`config.mk`:
```
export PLATFORM = sky130hd
export DESIGN_NAME = fmps_link_stream_tx
export DESIGN_NICKNAME = d
export VERILOG_FILES = /design/src/rtl/fmps_link_stream_tx_pkg.sv /design/src/rtl/fmps_link_stream_tx_lowest_set.sv /design/src/rtl/fmps_link_stream_tx.sv
export SDC_FILE = /design/constraint.sdc
export NUM_CORES = 2
export LEC_CHECK = 0
export CAP_MARGIN = 20
export CORE_ASPECT_RATIO = 1.75
export CORE_UTILIZATION = 45
export DETAILED_ROUTE_END_ITERATION = 8
export PLACE_DENSITY_LB_ADDON = 0.3
export SETUP_SLACK_MARGIN = 0.15
export SYNTH_ARGS = -nofsm -noshare
export SYNTH_HDL_FRONTEND = slang
export SYNTH_HIERARCHICAL = 1
export SYNTH_SLANG_ARGS = --single-unit
export TNS_END_PERCENT = 1
```
`constraint.sdc`:
```
create_clock -name sysClk -period 6 [get_ports sysClk]
set_clock_uncertainty 0.2 [all_clocks]
set_input_delay 1.2 -clock sysClk [delete_from_list [all_inputs] [get_ports sysClk]]
set_output_delay 1.2 -clock sysClk [all_outputs]
set_load 0.02 [all_outputs]
```
`src/rtl/fmps_link_stream_tx_pkg.sv`:
```
// Shared constants, header layout and FSM encoding for the FMPS link transmitter.
package fmps_link_stream_tx_pkg;

  localparam int FMPS_INDEX_WIDTH = 5;
  localparam logic [7:0] FMPS_MARKER = 8'hA5;

  localparam int HDR_MARKER_LSB = 24;
  localparam int HDR_COUNT_LSB  = 16;
  localparam int HDR_FRAME_LSB  = 0;

  typedef enum logic [1:0] {
    IDLE = 2'd0,
    HDR  = 2'd1,
    IDX  = 2'd2,
    DAT  = 2'd3
  } txState_t;

  function automatic logic [15:0] satInc16(input logic [15:0] value);
    return (value == 16'hFFFF) ? value : value + 16'd1;
  endfunction

endpackage

```
`src/rtl/fmps_link_stream_tx_lowest_set.sv`:
```
// Priority encoder: index of the lowest set bit of a bitmap, plus an any-set flag.
module fmps_lowest_set #(
  parameter int WIDTH = 32,
  parameter int IDX_W = $clog2(WIDTH)
) (
  input  logic [WIDTH-1:0] bitmap,
  output logic [IDX_W-1:0] lowest,
  output logic             any
);

  always_comb begin
    lowest = '0;
    any    = |bitmap;
    for (int i = WIDTH - 1; i >= 0; i--) begin
      if (bitmap[i]) lowest = IDX_W'(i);
    end
  end

endmodule

```
`src/rtl/fmps_link_stream_tx.sv`:
```
// Double-buffered FMPS value table; each FA strobe sends the finished bank as one
// AXI-Stream packet (header, then index/data pairs in ascending index order).
//
// state | meaning
// IDLE  | no packet; strobes swap banks and start a packet (or drop the frame)
// HDR   | header word presented
// IDX   | index word presented, RAM read for that index in flight
// DAT   | data word presented from the RAM read register
module fmps_link_stream_tx
  import fmps_link_stream_tx_pkg::*;
#(
  parameter int         INDEX_WIDTH = FMPS_INDEX_WIDTH,
  parameter logic [7:0] MARKER      = FMPS_MARKER
) (
  input  logic                   sysClk,
  input  logic                   sysReset_n,
  input  logic [INDEX_WIDTH-1:0] fmpsIndex,
  input  logic [31:0]            fmpsData,
  input  logic                   fmpsValid,
  input  logic                   FAstrobe,
  input  logic                   inhibit,
  output logic                   linkTVALID,
  input  logic                   linkTREADY,
  output logic                   linkTLAST,
  output logic [31:0]            linkTDATA,
  output logic                   busy,
  output logic [15:0]            frameCount,
  output logic [15:0]            overrunCount,
  output logic [15:0]            droppedCount
);

  localparam int DEPTH = 1 << INDEX_WIDTH;

  logic [1:0]             rstPipe;
  logic                   rstSync_n;
  txState_t               state;
  logic                   bankSel;
  logic [DEPTH-1:0]       present     [2];
  logic [DEPTH-1:0]       presentNext [2];
  logic [DEPTH-1:0]       snap;
  logic [DEPTH-1:0]       snapNext;
  logic [DEPTH-1:0]       oldBits;
  logic [31:0]            mem [2*DEPTH];
  logic [31:0]            ramQ;
  logic [31:0]            txWord;
  logic [31:0]            hdrWord;
  logic                   txValid;
  logic                   txLast;
  logic [INDEX_WIDTH-1:0] lowIdx;
  logic [INDEX_WIDTH-1:0] nextIdx;
  logic                   lowAny;
  logic                   nextAny;
  logic [INDEX_WIDTH:0]   entryCount;
  logic                   strobeIdle;
  logic                   wrBank;
  logic                   accept;

  function automatic logic [INDEX_WIDTH:0] popcount(input logic [DEPTH-1:0] bitmap);
    logic [INDEX_WIDTH:0] n;
    n = '0;
    for (int i = 0; i < DEPTH; i++) n = n + {{INDEX_WIDTH{1'b0}}, bitmap[i]};
    return n;
  endfunction

  // Reset asserts asynchronously but releases on a clock edge.
  always_ff @(posedge sysClk or negedge sysReset_n) begin
    if (!sysReset_n) rstPipe <= 2'b00;
    else             rstPipe <= {rstPipe[0], 1'b1};
  end
  assign rstSync_n = rstPipe[1];

  fmps_lowest_set #(.WIDTH(DEPTH), .IDX_W(INDEX_WIDTH)) uLowest (
    .bitmap(snap), .lowest(lowIdx), .any(lowAny)
  );

  assign snapNext = snap & ~(DEPTH'(1) << lowIdx);

  fmps_lowest_set #(.WIDTH(DEPTH), .IDX_W(INDEX_WIDTH)) uNext (
    .bitmap(snapNext), .lowest(nextIdx), .any(nextAny)
  );

  assign strobeIdle = FAstrobe && (state == IDLE);
  assign wrBank     = strobeIdle ? ~bankSel : bankSel;
  assign accept     = txValid && linkTREADY;
  assign oldBits    = present[bankSel];
  assign entryCount = popcount(oldBits);

  always_comb begin
    hdrWord = '0;
    hdrWord[HDR_MARKER_LSB +: 8] = MARKER;
    hdrWord[HDR_COUNT_LSB  +: 8] = 8'(entryCount);
    hdrWord[HDR_FRAME_LSB  +: 16] = frameCount;
  end

  // A write in the strobe cycle already belongs to the freshly cleared bank.
  always_comb begin
    presentNext[0] = present[0];
    presentNext[1] = present[1];
    if (strobeIdle) presentNext[~bankSel] = '0;
    if (fmpsValid)  presentNext[wrBank][fmpsIndex] = 1'b1;
  end

  always_ff @(posedge sysClk) begin
    if (fmpsValid) mem[{wrBank, fmpsIndex}] <= fmpsData;
    if (state == IDX) ramQ <= mem[{~bankSel, lowIdx}];
  end

  always_ff @(posedge sysClk or negedge rstSync_n) begin
    if (!rstSync_n) begin
      state        <= IDLE;
      bankSel      <= 1'b0;
      present      <= '{default: '0};
      snap         <= '0;
      txWord       <= '0;
      txValid      <= 1'b0;
      txLast       <= 1'b0;
      frameCount   <= '0;
      overrunCount <= '0;
      droppedCount <= '0;
    end else begin
      present <= presentNext;
      if (FAstrobe && state != IDLE) overrunCount <= satInc16(overrunCount);
      case (state)
        IDLE: begin
          if (FAstrobe) begin
            bankSel <= ~bankSel;
            if (inhibit) begin
              droppedCount <= satInc16(droppedCount);
            end else begin
              snap    <= oldBits;
              state   <= HDR;
              txValid <= 1'b1;
              txWord  <= hdrWord;
              txLast  <= (oldBits == '0);
            end
          end
        end
        HDR: begin
          if (accept) begin
            frameCount <= frameCount + 16'd1;
            if (lowAny) begin
              state  <= IDX;
              txWord <= 32'(lowIdx);
              txLast <= 1'b0;
            end else begin
              state   <= IDLE;
              txValid <= 1'b0;
              txLast  <= 1'b0;
            end
          end
        end
        IDX: begin
          if (accept) begin
            state  <= DAT;
            txLast <= !nextAny;
          end
        end
        DAT: begin
          if (accept) begin
            snap <= snapNext;
            if (nextAny) begin
              state  <= IDX;
              txWord <= 32'(nextIdx);
              txLast <= 1'b0;
            end else begin
              state   <= IDLE;
              txValid <= 1'b0;
              txLast  <= 1'b0;
            end
          end
        end
        default: state <= IDLE;
      endcase
    end
  end

  // Data words come straight from the RAM read register, which holds while stalled.
  assign linkTDATA  = (state == DAT) ? ramQ : txWord;
  assign linkTVALID = txValid;
  assign linkTLAST  = txLast;
  assign busy       = (state != IDLE);

endmodule
```
# ---- Word-level counts from Yosys, hierarchy flattened
# Memory sizes are Yosys's and may differ from the RTL's. A register that Yosys moved wholly into a read port is not among the register bits.
# Index checks and enable logic that the tools add are counted.
dict set report classes {
  n_eq_ne 15
  order_cmp 7
  bitwise_logic 11
  div 0
  n_mul 0
  addsub 34
  reduce_logical 24
  shifts 1
  n_mux 110
}
# cell n
set op_table {}
lappend op_table {{32-bit two-way mux} 15}
lappend op_table {{5-bit two-way mux} 64}
lappend op_table {{6-bit by 1-bit adder with 6-bit output} 26}
lappend op_table {{64-bit two-way mux} 2}
lappend op_table {{32-bit one-hot mux with 3 select lines} 1}
lappend op_table {{64-bit AND} 1}
lappend op_table {{32-bit demux with 1-bit select} 2}
lappend op_table {{64-bit inverter} 1}
lappend op_table {{64-bit OR} 1}
lappend op_table {{32-bit one-hot mux with 2 select lines} 1}
lappend op_table {{32-bit OR reduction} 2}
lappend op_table {{16-bit by 1-bit adder with 16-bit output, second input constant} 3}
lappend op_table {{32-bit AND} 1}
lappend op_table {{16-bit == test, second input constant} 2}
lappend op_table {{32-bit zero test} 1}
lappend op_table {{32-bit inverter} 1}
lappend op_table {{1-bit by 5-bit left shift with 32-bit output, first input constant} 1}
lappend op_table {{2-bit inequality test, second input constant} 9}
lappend op_table {{1-bit two-way mux} 14}
lappend op_table {{2-bit two-way mux} 7}
lappend op_table {{7-bit AND reduction} 2}
lappend op_table {{4-bit AND reduction} 3}
lappend op_table {{2-bit one-hot mux with 4 select lines} 1}
lappend op_table {{5-bit by 1-bit adder with 6-bit output} 1}
lappend op_table {{23 further kinds} 40}
dict set report word_totals {
  output_inout_bits 83
  latchBits 0
  wordCells 215
  reg_bits 183
  ram_bits 2048
  inputBits 43
  n_memories 1
  rom_bits 0
}
# memory depth word_bits rd rd_clocked_by_memory_dff wr line_no
set mem_list {}
lappend mem_list {mem 64 32 1 1 1 fmps_link_stream_tx.sv:43} ;# logic [31:0] mem [2*DEPTH];

# ---- Depth between registers and ports, before layout
dict set report logic_depth {
  depth_word 70
  ltp_mapped 22
  depth_no_buf 19
}

# ---- Hierarchy
# The synthesis kept the hierarchy.
# mod cells_each area_each_um2 n_inst seq_area_each_um2
set by_module_without_submodules {}
lappend by_module_without_submodules {fmps_link_stream_tx 4281 87564.0 1 66814.1}
lappend by_module_without_submodules {fmps_lowest_set 65 385.4 2 0.0}

# ---- Worst setup path after synthesis
# No wires, ideal clock.
dict set report synth_path {
  kind {reg2reg}
  start {register bankSel}
  end {register txWord[20]}
  stages_incl_launch_ff 23
  arrival_time_ns 5.591
  period_less_slack_ns 5.874
  setup_ns 0.083
  n_path_buf 3
  t_required_ns 5.717
  path_slack_ns 0.126
  cell_sequence {dfrtp_1 buf_2 buf_2 buf_2 mux2_2 fa_1 inv_1 fa_1 fa_1 inv_1 fa_1 inv_1 fa_1 fa_1 inv_1 ha_1 inv_1 fa_1 inv_1 a21o_1 a21oi_1 xor2_1 o21ai_0}
}
dict set report synth_between {
  elab_chain_cells 38
}
# item line_no
set synth_lines {}
lappend synth_lines {{start, declared} fmps_link_stream_tx.sv:37} ;# logic bankSel;
lappend synth_lines {{start signal, assigned} fmps_link_stream_tx.sv:126} ;# bankSel <= ~bankSel;
lappend synth_lines {{1-bit inverter with 2-bit output (not written as such) *} fmps_link_stream_tx.sv:85} ;# assign oldBits = present[bankSel];
lappend synth_lines {{32-bit two-way mux (not written as such) * (3 in a row)} fmps_link_stream_tx.sv:85}
lappend synth_lines {{1-bit by 1-bit adder with 2-bit output} fmps_link_stream_tx.sv:61} ;# for (int i = 0; i < DEPTH; i++) n = n + {{INDEX_WIDTH{1'b0}}, bitmap[i]};
lappend synth_lines {{2-bit by 1-bit adder with 3-bit output} fmps_link_stream_tx.sv:61}
lappend synth_lines {{3-bit by 1-bit adder with 4-bit output} fmps_link_stream_tx.sv:61}
lappend synth_lines {{4-bit by 1-bit adder with 5-bit output} fmps_link_stream_tx.sv:61}
lappend synth_lines {{5-bit by 1-bit adder with 6-bit output} fmps_link_stream_tx.sv:61}
lappend synth_lines {{6-bit by 1-bit adder with 6-bit output (25 in a row)} fmps_link_stream_tx.sv:61}
lappend synth_lines {{6-bit by 1-bit adder with 6-bit output *} fmps_link_stream_tx.sv:61}
lappend synth_lines {{32-bit two-way mux *} fmps_link_stream_tx.sv:127} ;# if (inhibit) begin
lappend synth_lines {{32-bit two-way mux *} fmps_link_stream_tx.sv:125} ;# if (FAstrobe) begin
lappend synth_lines {{32-bit one-hot mux with 3 select lines *} fmps_link_stream_tx.sv:123} ;# case (state)
lappend synth_lines {{end signal, assigned} fmps_link_stream_tx.sv:133} ;# txWord <= hdrWord;
lappend synth_lines {{end signal, assigned} fmps_link_stream_tx.sv:143} ;# txWord <= 32'(lowIdx);
lappend synth_lines {{end signal, assigned} fmps_link_stream_tx.sv:163} ;# txWord <= 32'(nextIdx);
lappend synth_lines {{end, declared} fmps_link_stream_tx.sv:45} ;# logic [31:0] txWord;
# Every way passes the cells marked *; elsewhere a longest branch is shown, timed or not. The select of a mux whose other input is x is not followed.
# A chain may end at the register's enable or synchronous reset.

# ---- Final worst setup path
# Same ends and word-level chain as after synthesis.

==> impl_metrics.json <==
{
  "grt_pass1_vias": 47500,
  "yosys.area.top_type": "edfxtp_1",
  "powerDensity_nw_per_um2": 504,
  "critPathArrivalTime_ns": 6.19,
  "synth_edf_count": 2080,
  "violations": "negative hold slack",
  "gp_congestion": 0.946,
  "gr-total-overflow": 0,
  "cts_root_buf": "clkbuf_16",
  "grt_antenna_before_repair": 20,
  "fp.dieH_um": 588,
  "syn_inst": 4411,
  "finalSetupTns_ns": 0,
  "critPathLaunchType": "flip-flop",
  "grtUsageTotal": 0.264,
  "area_delta_synth_final_pct": 13.9,
  "clk_path_buf_depth": 4,
  "timing.fmax_mhz": 175,
  "pin_count": 126,
  "status": "finished with violations",
  "finalSetupViolCount": 0,
  "drive_gt1_frac": 0.241,
  "report.final.slew_viol_count": 0,
  "viasPerCell": 6.23,
  "dp_cells": 7134,
  "place_hpwl_um": 163000,
  "end_kind": "flip-flop",
  "netlist_area_um2": 88300,
  "fin_area_um2": 101000,
  "rr_worst_depth": 21,
  "dr.pass1.iters": 8,
  "drtIter0Drc": 5383,
  "coreArea_um2": 195000,
  "clkSlewWorstSetupHoldPaths_ns": 0.07,
  "rr_endpoint": "txWord[20]",
  "ys_ff_latch": 2254,
  "rsz0062_at_grt": "no",
  "relSlewSlack": 0.228,
  "grt_max_degree": 157,
  "tightest_slew_ns": 1.16,
  "die-area_um2": 198000,
  "async_flop_share": 0.0772,
  "stdcell_count": 7500,
  "routed_wl_um": 262000,
  "cp_data_required_time_ns": 6.48,
  "synthesis.nets": 4489,
  "drv_cap": 0,
  "clock_latency_ns": 0.86,
  "cp_max_fo": 6,
  "finalWorstSetupSlack_ns": 0.290,
  "peakVddDrop_v": 0.00171,
  "yosys-top-cells-area": "edfxtp_1 (71%), mux4_2 (13%), dfrtp_1 (4.9%)",
  "yosysUniqueCellTypes": 66,
  "yosysTopAreaCellShare": 0.707,
  "hp-class": "reg2async",
  "yosysSeqAreaShare": 0.756,
  "start_util": 0.454,
  "routedWlPerCell_um": 34.9,
  "timing.hold.ws_ns": -0.00436,
  "place_ws_ns": 0.182,
  "cts_tree": "built",
  "r2r_start": "bankSel",
  "fin_crit_sh": 0.952,
  "cts-htree-levels": 4,
  "hold_viol_final": 4,
  "die_w_um": 337,
  "dpl_cell_area_um2": 94500,
  "synth_ff_type": "edfxtp_1",
  "cts_sinks": 2254,
  "vias": 46700,
  "critPathKind": "reg2reg",
  "port_buffers": 125,
  "total_leakage_power_nw": 32.5,
  "finalNetCount": 4830,
  "grt_pass1_wl_um": 364000,
  "syn_area_per_cell_um2": 20.0,
  "rows": 214,
  "drc_errors": 0,
  "cts_made_buffers": 196,
  "fin_crit_ns": 5.71,
  "r2r_slack_ns": 0.29,
  "yosysWarnings": 6,
  "drt.antenna.violating_nets": 0
}
flip-flops by register name, indices dropped and copies added (netlist names), 16 cells and up:
signal        count
droppedCount     16
frameCount       16
mem            2048
overrunCount     16
present          64
ramQ             32
snap             32
txWord           23
critical path, stage by stage, from the launching register on:
cell and delay (ns):
dfrtp_2 0.43, buf_4 0.17, buf_4 0.13, mux2_2 0.37, fa_1 0.49, inv_1 0.05, fa_1 0.50, inv_1 0.07
fa_1 0.49, fa_1 0.49, inv_1 0.05, fa_1 0.46, fa_1 0.49, inv_1 0.04, ha_1 0.19, inv_1 0.09
fa_2 0.22, inv_1 0.06, a21o_1 0.18, a21oi_2 0.15, xor2_1 0.15, o21ai_1 0.07
metrics by stage:
stage	power [mW]	utilization
2_1_floorplan	32.7	-
3_3_place_gp	38.6	0.485
3_5_place_dp	38.7	0.485
4_1_cts	50.8	0.516
5_1_grt	52.8	0.517
6_report	50.7	0.517
logic make-up after synthesis:
| group | share of synthesized area |
|---|---|
| buffers and inverters | 0.0141 |
| and+or+nand+nor | 0.0337 |
| other | 0.0000425 |
| AOI/OAI and AO/OA | 0.0413 |
| adders and majority gates | 0.00700 |
| DFF | 0.756 |
| xor gates and xnor gates | 0.00476 |
| muxes | 0.143 |
power by group:
part / internal [mW] / leakage (nW) / switching (mW)
logic: 8.76 / 8.62 / 11.1
registers: 17.9 / 20.9 / 0.637
clock network: 6.63 / 2.90 / 5.59
total: 33.3 / 32.5 / 17.4
metal layers:
layer  wire (µm)  GRT usage  part of all wire
met3       20800     0.0440             0.079
met4       17500      0.146             0.067
met2      135000      0.464              0.52
met5         110          0           0.00042
met1       87800      0.306              0.34
how the worst max path moves through the flow:
stage / startpoint / to / slack, ns
3_5_place_dp: bankSel / txWord[20] / 0.18
6_report: bankSel / txWord[20] / 0.29
5_1_grt: bankSel / txWord[20] / 0.16
4_1_cts: bankSel / txWord[20] / 0.23
2_1_floorplan: bankSel / txWord[20] / 0.17
3_3_place_gp: bankSel / txWord[20] / 0.17
what timing repair did:
action	in CTS	in global routing
setup endpoints to repair	1	1
buffers inserted	4	3
gates resized for setup	0	5
hold buffers	0	0
cells in the mapped netlist, drive strengths merged, types with 25 or more instances:
library cell	count
dfrtp	174
xor2	25
mux4	497
clkbuf	114
a31oi	41
nor3	44
o21ai	66
a221oi	40
buf	118
o21a	34
a21oi	47
a21o	68
mux2i	89
nor4	32
nor2	159
a22oi	35
o22ai	68
mux2	47
nand3	53
nand2	229
edfxtp	2080
inv	52
nor2b	31
layout make-up:
cell class,count,area (µm²)
multi-input combinational,1873,20900
inverter,52,195
sequential,2254,66800
clock inverter,81,633
tap,2592,3240
clock buffer,262,5320
antenna,11,27.5
timing repair buffer,375,3520
fill,15300,94000
cell usage in the layout, fill, tap and decap left out, drive strengths merged, types with 34 or more instances in the layout:
cell type         n
a21o             68
a21oi            47
a221oi           40
a22oi            35
a31oi            41
buf             282
clkbuf          262
clkdlybuf4s50    93
clkinv           66
dfrtp           174
edfxtp         2080
inv              53
mux2             47
mux2i            89
mux4            497
nand2           229
nand3            53
nor2            159
nor3             44
o21a             34
o21ai            66
o22ai            68
Note: power is estimated with default switching activity, not from simulation.
